File: config.mk
export PLATFORM = sky130hd
export DESIGN_NAME = barrel_rotate_amount_finder
export DESIGN_NICKNAME = d
export VERILOG_FILES = /design/src/rtl/barrel_rotate_amount_finder.sv
export SDC_FILE = /design/constraint.sdc
export NUM_CORES = 1
export LEC_CHECK = 0
export BUFFER_PORTS_ARGS = -buffer_cell sky130_fd_sc_hd__buf_2
export CAP_MARGIN = 5
export CELL_PAD_IN_SITES_DETAIL_PLACEMENT = 0
export CELL_PAD_IN_SITES_GLOBAL_PLACEMENT = 1
export CORE_MARGIN = 2
export CORE_UTILIZATION = 40
export CTS_CLUSTER_DIAMETER = 30
export DETAILED_ROUTE_END_ITERATION = 7
export PLACE_DENSITY_LB_ADDON = 0.1
export REMOVE_ABC_BUFFERS = 1
export SYNTH_ARGS = -nofsm -noshare
export SYNTH_HDL_FRONTEND = slang
export SYNTH_SLANG_ARGS = --single-unit
File: constraint.sdc
create_clock -name clk -period 2 [get_ports clk]
set_input_delay 0.2 -clock clk [delete_from_list [all_inputs] [get_ports clk]]
set_output_delay 0.2 -clock clk [all_outputs]
set_load 0.02 [all_outputs]
File: src/rtl/barrel_rotate_amount_finder.sv
// barrel_rotate_amount_finder
//   Sequential inverse of the rotate stages. Given an original word `a`, a
//   rotated word `y` and a direction, it recovers the smallest rotation amount
//   that maps `a` onto `y`. One candidate amount is tested per clock.
//
// Ports
//   clk    : system clock, all state updates on the rising edge
//   reset  : synchronous, active-high reset
//   start  : request a search, sampled only while ready=1
//   dir    : 0 = right rotate, 1 = left rotate
//   a      : original word, captured on an accepted start
//   y      : rotated word to match, captured on an accepted start
//   ready  : high in IDLE, the only state in which start is accepted
//   done   : one-cycle pulse when a search ends
//   found  : 1 = a matching amount exists
//   amt    : recovered amount, valid when found=1, otherwise 0
//
// WIDTH must equal 2**AMT_W; other combinations are unsupported.
module barrel_rotate_amount_finder #(
  parameter int AMT_W = 3,
  parameter int WIDTH = 2**AMT_W
) (
  input  logic             clk,
  input  logic             reset,
  input  logic             start,
  input  logic             dir,
  input  logic [WIDTH-1:0] a,
  input  logic [WIDTH-1:0] y,
  output logic             ready,
  output logic             done,
  output logic             found,
  output logic [AMT_W-1:0] amt
);

  typedef enum logic [1:0] {
    ST_IDLE   = 2'd0,
    ST_SEARCH = 2'd1,
    ST_DONE   = 2'd2
  } state_t;

  // Last candidate amount; the counter stops here instead of wrapping.
  localparam logic [AMT_W-1:0] K_LAST = AMT_W'(WIDTH - 1);

  state_t           state_r;
  logic [WIDTH-1:0] work_r;
  logic [WIDTH-1:0] y_r;
  logic             dir_r;
  logic [AMT_W-1:0] k_r;
  logic             ready_r;
  logic             done_r;
  logic             found_r;
  logic [AMT_W-1:0] amt_r;

  // Rotate a word by one bit position in the requested direction.
  function automatic logic [WIDTH-1:0] rot1(input logic [WIDTH-1:0] w,
                                            input logic             left);
    logic [WIDTH-1:0] r;
    if (left) begin
      r = {w[WIDTH-2:0], w[WIDTH-1]};
    end else begin
      r = {w[0], w[WIDTH-1:1]};
    end
    return r;
  endfunction

  // Search FSM: capture on start, test one amount per cycle, pulse done.
  // work_r always holds `a` rotated by k_r in dir_r, so a match at work_r
  // means k_r is the smallest amount (smaller ones were already rejected).
  always_ff @(posedge clk) begin
    if (reset) begin
      state_r <= ST_IDLE;
      work_r  <= {WIDTH{1'b0}};
      y_r     <= {WIDTH{1'b0}};
      dir_r   <= 1'b0;
      k_r     <= {AMT_W{1'b0}};
      ready_r <= 1'b1;
      done_r  <= 1'b0;
      found_r <= 1'b0;
      amt_r   <= {AMT_W{1'b0}};
    end else begin
      case (state_r)
        ST_IDLE: begin
          done_r <= 1'b0;
          if (start) begin
            work_r  <= a;
            y_r     <= y;
            dir_r   <= dir;
            k_r     <= {AMT_W{1'b0}};
            found_r <= 1'b0;
            amt_r   <= {AMT_W{1'b0}};
            ready_r <= 1'b0;
            state_r <= ST_SEARCH;
          end else begin
            ready_r <= 1'b1;
            state_r <= ST_IDLE;
          end
        end
        ST_SEARCH: begin
          ready_r <= 1'b0;
          if (work_r == y_r) begin
            amt_r   <= k_r;
            found_r <= 1'b1;
            done_r  <= 1'b1;
            state_r <= ST_DONE;
          end else if (k_r == K_LAST) begin
            amt_r   <= {AMT_W{1'b0}};
            found_r <= 1'b0;
            done_r  <= 1'b1;
            state_r <= ST_DONE;
          end else begin
            work_r  <= rot1(work_r, dir_r);
            k_r     <= k_r + AMT_W'(1);
            done_r  <= 1'b0;
            state_r <= ST_SEARCH;
          end
        end
        ST_DONE: begin
          // Leave unconditionally; start here is ignored, so the earliest
          // new accept is in the following IDLE cycle.
          done_r  <= 1'b0;
          ready_r <= 1'b1;
          state_r <= ST_IDLE;
        end
        default: begin
          done_r  <= 1'b0;
          ready_r <= 1'b1;
          state_r <= ST_IDLE;
        end
      endcase
    end
  end

  assign ready = ready_r;
  assign done  = done_r;
  assign found = found_r;
  assign amt   = amt_r;

endmodule

# Word-level counts from Yosys, hierarchy flattened
# Index checks and enable logic that the tools add are counted.
# op_classes
eq_ne,7
mux,24
n_reduce_logical,6
n_addsub,1
bitwise_logic,1
# ops
operator,n
8-bit 2-to-1 mux,4
8-bit case mux with 2 select lines,1
3-bit 2-to-1 mux,5
3-bit case mux with 2 select lines,2
8-bit == test,1
1-bit 2-to-1 mux,7
2-bit inequality test (second input constant),3
2-bit 2-to-1 mux,2
1-bit case mux with 2 select lines,2
2-bit case mux with 2 select lines,1
4-bit AND reduction,1
3-bit by 1-bit adder with 3-bit output (second input constant),1
3-bit == test (second input constant),1
3-bit inequality test (second input constant),1
3-bit AND reduction,1
2-bit by 1-bit == test with 1-bit output (second input constant),1
2-bit zero test,1
2-bit AND reduction,1
2-bit nonzero test,1
2-bit OR reduction,1
1-bit NOT,1
# word_totals
elab_cells,48
input_bits,20
regBits,28

# Longest topological paths before layout
# logic_depth
word_depth,4
ltp_mapped,6

# Least setup slack after synthesis
# OpenSTA, ideal clock, no wires.
# synth_timing
path_type,flip-flop to flip-flop
start,register work_r[5]
end,register work_r[6]
setup_slack_ns,0.533
path_buffers,1
t_arrival_ns,1.337
setup_ns,0.129
stages_incl_launch_ff,7
required_time_ns,1.871
path_cell_list,dfxtp_1 xor2_1 nor4_2 a211oi_2 buf_2 o21ai_0 o41ai_1
# synth_between
elab_chain_len,4
word_cells_on_any_way,7
classes_between,2 x eq/ne; 4 x mux; 1 x reduce/logical
# synth_rtl
item,line_no,rtl
from (decl),45,logic [WIDTH-1:0] work_r;
from (signal assigned),72,work_r <= {WIDTH{1'b0}};
from (signal assigned),111,"work_r <= rot1(work_r, dir_r);"
"parallel branches: the longest is 4 deep, another holds 8-bit == test",--,
# Several ways; the timed one is not identified. The select of a mux whose other input is x is not followed.
# A chain may end at the register's enable or synchronous reset.

# Worst setup path in the final report
# layout_timing
start,register k_r[0]
end,register k_r[2]
# layout_between
elab_chain_len,4
word_cells_on_any_way,7
classes_between,1 x add/sub; 2 x eq/ne; 3 x mux; 1 x reduce/logical
# layout_rtl
item,line_no,rtl
from (decl),48,logic [AMT_W-1:0] k_r;
from (signal assigned),75,k_r <= {AMT_W{1'b0}};
from (signal assigned),88,k_r <= {AMT_W{1'b0}};
from (signal assigned),112,k_r <= k_r + AMT_W'(1);
3-bit by 1-bit adder with 3-bit output,112,
3-bit 2-to-1 mux,105,end else if (k_r == K_LAST) begin
3-bit 2-to-1 mux,100,if (work_r == y_r) begin
3-bit case mux with 2 select lines,81,case (state_r)
# Parallel ways exist; a longest one is shown, timed or not. The select of a mux whose other input is x is not followed.

==> flow_summary.html <==
<table>
<tr><th>Metric</th><th>Value</th></tr>
<tr><th colspan="2">Status</th></tr>
<tr><td>Status</td><td>finished clean</td></tr>
<tr><th colspan="2">Flow run</th></tr>
<tr><td>Number of maximum-capacitance constraint violations</td><td>0</td></tr>
<tr><th colspan="2">Global routing</th></tr>
<tr><td>Overall Global Routing Usage</td><td>between 15 and 20%</td></tr>
<tr><td>Largest net degree at the start of global routing</td><td>37</td></tr>
<tr><td>Wire length of the first global-routing pass</td><td>between 5000 and 6000 µm</td></tr>
<tr><td>Number of antenna violations at the first check in global routing</td><td>0</td></tr>
<tr><td>Remaining global-route overflow</td><td>0</td></tr>
<tr><td>Via count of the first global-routing pass</td><td>1,146</td></tr>
<tr><th colspan="2">Clock tree</th></tr>
<tr><td>Master cell of the clock root buffer</td><td>clkbuf_4</td></tr>
<tr><td>Clock transition time at the flip-flop clock pins of the worst setup and hold paths</td><td>0.15 ns</td></tr>
<tr><td>Insertion delay to the later sink of the worst-skew pair</td><td>between 0.3 and 0.4 ns</td></tr>
<tr><td>Clock net sink count</td><td>28</td></tr>
<tr><td>H-Tree Depth</td><td>1</td></tr>
<tr><td>Number of buffers added for setup after CTS</td><td>0</td></tr>
<tr><td>Clock buffers created by TritonCTS</td><td>3</td></tr>
<tr><td>Maximum clock path buffer count</td><td>2</td></tr>
<tr><td>TritonCTS clock tree</td><td>done</td></tr>
<tr><td>Number of hold-repair buffers added at the cts stage</td><td>0</td></tr>
<tr><th colspan="2">Synth</th></tr>
<tr><td>Number of different library cells in the post-synthesis netlist</td><td>27</td></tr>
<tr><td>Seq cells post-synth</td><td>28</td></tr>
<tr><td>Yosys warnings</td><td>0</td></tr>
<tr><td>Cell area after synthesis</td><td>~0.0014 mm²</td></tr>
<tr><td>Synth Instances</td><td>about 160</td></tr>
<tr><td>Synth Area per Inst</td><td>8.45 µm²</td></tr>
<tr><td>Sequential share of the synthesized area</td><td>40.7%</td></tr>
<tr><th colspan="2">Worst setup path</th></tr>
<tr><td>Critical path capture point</td><td>k_r[2]$_SDFFE_PP0P_</td></tr>
<tr><td>Required arrival time at the worst endpoint</td><td>2.21 ns</td></tr>
<tr><td>Maximum net fanout on the critical path</td><td>22</td></tr>
<tr><td>Worst Reg-to-Reg Cells</td><td>5</td></tr>
<tr><td>Startpoint of the worst setup timing path</td><td>k_r[0]$_SDFFE_PP0P_</td></tr>
<tr><td>Worst reg2reg path startpoint</td><td>k_r[0]$_SDFFE_PP0P_</td></tr>
<tr><td>Worst R2R Setup Slack</td><td>0.15 ns</td></tr>
<tr><td>Setup crit end kind</td><td>register</td></tr>
<tr><td>Type of element launching the critical path</td><td>register</td></tr>
<tr><td>Arrival time reported for the critical path endpoint</td><td>between 2 and 2.5 ns</td></tr>
<tr><td>Endpoint of the lowest-slack register-to-register path</td><td>k_r[2]$_SDFFE_PP0P_</td></tr>
<tr><td>Crit path kind</td><td>reg2reg</td></tr>
<tr><th colspan="2">Placement</th></tr>
<tr><td>Number of I/O port buffers</td><td>25</td></tr>
<tr><td>Worst setup timing slack at the placement stage</td><td>-0.172 ns</td></tr>
<tr><td>Placed instance area</td><td>0.00158 mm²</td></tr>
<tr><td>HPWL after detailed placement</td><td>between 2000 and 2500 µm</td></tr>
<tr><td>Placer's final routability congestion estimate</td><td>between 0.7 and 0.8</td></tr>
<tr><td>Dpl cells</td><td>231</td></tr>
<tr><th colspan="2">Routing</th></tr>
<tr><td>Number of DRC violations after detailed routing</td><td>0</td></tr>
<tr><td>Via count</td><td>1,191</td></tr>
<tr><td>Routed length per placed instance</td><td>12.4 µm</td></tr>
<tr><td>Routed WL</td><td>2910 µm</td></tr>
<tr><td>Count of nets left with antenna violations after detail routing</td><td>0</td></tr>
<tr><td>First-iteration detailed-routing DRC count</td><td>45</td></tr>
<tr><td>TritonRoute pass-1 iters</td><td>4</td></tr>
<tr><td>Detail-routed via count per cell</td><td>roughly 5.1</td></tr>
<tr><th colspan="2">Power</th></tr>
<tr><td>Maximum VDD drop</td><td>0.436 mV</td></tr>
<tr><td>Sequential share of power</td><td>49.6%</td></tr>
<tr><td>Switching Power</td><td>0.437 mW</td></tr>
<tr><td>Pint</td><td>0.895 mW</td></tr>
<tr><td>Switching part of the total</td><td>32.8%</td></tr>
<tr><td>Clock network fraction of design power</td><td>around a fifth</td></tr>
<tr><td>Standby leakage power</td><td>0.676 nW</td></tr>
<tr><td>Logic gate share of total power</td><td>29.6%</td></tr>
<tr><td>Power density cells</td><td>820 mW/mm²</td></tr>
<tr><th colspan="2">Cells and area</th></tr>
<tr><td>Area delta synth-&gt;final</td><td>18.0%</td></tr>
<tr><td>Number of diodes added for antenna fixing</td><td>0</td></tr>
<tr><td>Fraction of layout instances using a drive strength above 1</td><td>24.9%</td></tr>
<tr><td>Total number of nets in the final design</td><td>212</td></tr>
<tr><td>Finished Cell Area</td><td>0.00163 mm²</td></tr>
<tr><td>Highest-count cells in the layout ignoring fill and taps</td><td>25 x dfxtp_1, 25 x buf_2, 22 x nand2_1, 15 x a21oi_1, 12 x nor2_1</td></tr>
<tr><td>Post-layout utilization of the core</td><td>~49%</td></tr>
<tr><td>Cell Count, Final, Fillers Out</td><td>235</td></tr>
<tr><th colspan="2">Die</th></tr>
<tr><td>FP Rows</td><td>21</td></tr>
<tr><td>Die area</td><td>0.00393 mm²</td></tr>
<tr><td>Core box area</td><td>0.00331 mm²</td></tr>
<tr><td>Number of ports placed on the die boundary</td><td>26</td></tr>
<tr><td>Initial core utilization</td><td>41.6%</td></tr>
<tr><td>Die X-Extent</td><td>62.7 µm</td></tr>
<tr><td>Vert. Die Dim</td><td>62.7 µm</td></tr>
<tr><th colspan="2">Timing</th></tr>
<tr><td>Worst-case setup margin in the final layout</td><td>0.152 ns</td></tr>
<tr><td>Headroom to the max-slew limit</td><td>49.0%</td></tr>
<tr><td>Number of endpoints failing setup at the final stage</td><td>0</td></tr>
<tr><td>Setup repair after global routing missed its margin</td><td>false</td></tr>
<tr><td>Final cycle utilization of the critical path</td><td>92.4%</td></tr>
<tr><td>FMAX</td><td>541 MHz</td></tr>
<tr><td>Pins over their slew limit</td><td>0</td></tr>
<tr><td>Tightest Pin Transition</td><td>between 0.7 and 0.8 ns</td></tr>
<tr><td>Clock period minus worst slack</td><td>1.85 ns</td></tr>
<tr><td>Number of failing hold endpoints at the final stage</td><td>0</td></tr>
<tr><td>Largest clock skew in the final design</td><td>0.00832 ns</td></tr>
<tr><th colspan="2">Min path</th></tr>
<tr><td>Class of the tightest hold or removal check</td><td>in2reg</td></tr>
</table>
[registers in the layout, indices dropped and copies added, names as in the netlist]
register and flops:
ready 1, work_r 8, done 1, found 1
state_r 2, dir_r 1, amt 3, y_r 8
k_r 3
[layer usage]
metal | vias up | wire, µm | track usage (%)
met1 | 546 | 1410 | 19.7
li1 | 625 | - | -
met3 | 2 | 99 | 4.14
met5 | - | 0 | 0
met4 | 0 | 18 | 3.33
met2 | 18 | 1390 | 28.2
[through the flow]
| stage | TNS [ns] | hold slack [ns] | power [mW] |
|---|---|---|---|
| CTS | 0 | 0.0728 | 1.35 |
| finish | 0 | 0.0890 | 1.33 |
| global route | 0 | 0.0805 | 1.42 |
| global placement | -0.0829 | 0.439 | 1.05 |
| detailed placement | -0.544 | 0.446 | 1.06 |
| floorplan | 0 | 0.262 | 0.910 |
[area by class of cell]
type	instances	area, µm²
inverter	8	30.0
timing repair buffer	35	200
clock buffer	4	36.3
fill	365	1690
multi-input combinational	114	737
sequential	28	564
tap	46	57.6
[logic make-up (layout without fill, tap and decap cells)]
logic type	Yosys count	count (layout)	share of synthesized area [%]
adders and majority gates	2	2	1.82
buffers and inverters	21	47	6.36
and+or+nand+nor	49	49	17.8
AOI/OAI and AO/OA	47	47	22.4
xor gates and xnor gates	8	8	5.09
muxes	8	8	5.81
DFF	28	28	40.7
[worst min path at each step]
stage	startpoint	endpoint	slack [ns]	cells after the start
floorplan	reset	k_r[2]$_SDFFE_PP0P_	0.26	1
global placement	y[1]	y_r[1]$_SDFFE_PP0P_	0.44	3
detailed placement	y[2]	y_r[2]$_SDFFE_PP0P_	0.45	3
CTS	y[2]	y_r[2]$_SDFFE_PP0P_	0.07	3
global route	y[2]	y_r[2]$_SDFFE_PP0P_	0.08	3
finish	y[4]	y_r[4]$_SDFFE_PP0P_	0.09	3
[timing repair]
item                                    4_1_cts  5_1_grt
endpoints found under the hold margin         0        0
endpoints found under the setup margin       11        1
resized for setup                             1        3
[critical path, cell delays in order, from the launching register on]
cell,delay (ns)
dfxtp_1,0.36
ha_1,0.20
ha_1,0.22
a211oi_4,0.62
nand3b_4,0.27
a21oi_2,0.07
[power groups by stage]
stage | clock (mW) | combinational (mW) | sequential, mW
floorplan | 0 | 0.234 | 0.676
CTS | 0.290 | 0.398 | 0.660
finish | 0.277 | 0.394 | 0.661
detailed placement | 0 | 0.386 | 0.672
global placement | 0 | 0.378 | 0.670
global route | 0.305 | 0.447 | 0.670
[cells in the mapped netlist]
| master | number | share of area, % |
|---|---|---|
| dfxtp_1 | 28 | 41 |
| nand2_1 | 22 | 6.0 |
| a21oi_1 | 15 | 5.4 |
| nor2_1 | 12 | 3.3 |
| clkbuf_1 | 11 | 3.0 |
| o21ai_0 | 9 | 3.3 |
| a211oi_1 | 8 | 4.4 |
| inv_1 | 8 | 2.2 |
| mux2i_1 | 8 | 5.8 |
| o41ai_1 | 8 | 5.1 |
| xor2_1 | 8 | 5.1 |
| o211ai_1 | 4 | 2.2 |
| nand3_1 | 3 | 1.1 |
| and2_1 | 2 | 0.91 |
| ha_1 | 2 | 1.8 |
| nor2b_1 | 2 | 0.91 |
| nor3_1 | 2 | 0.73 |
| nor4_2 | 2 | 1.8 |
| a211oi_2 | 1 | 0.91 |
| a21o_1 | 1 | 0.55 |
| a21oi_2 | 1 | 0.64 |
| buf_2 | 1 | 0.36 |
| buf_6 | 1 | 0.82 |
| nand2b_1 | 1 | 0.45 |
| nand3b_1 | 1 | 0.55 |
| nand3b_4 | 1 | 1.5 |
| nor4b_1 | 1 | 0.64 |
Note: power is estimated with default switching activity, not from simulation.
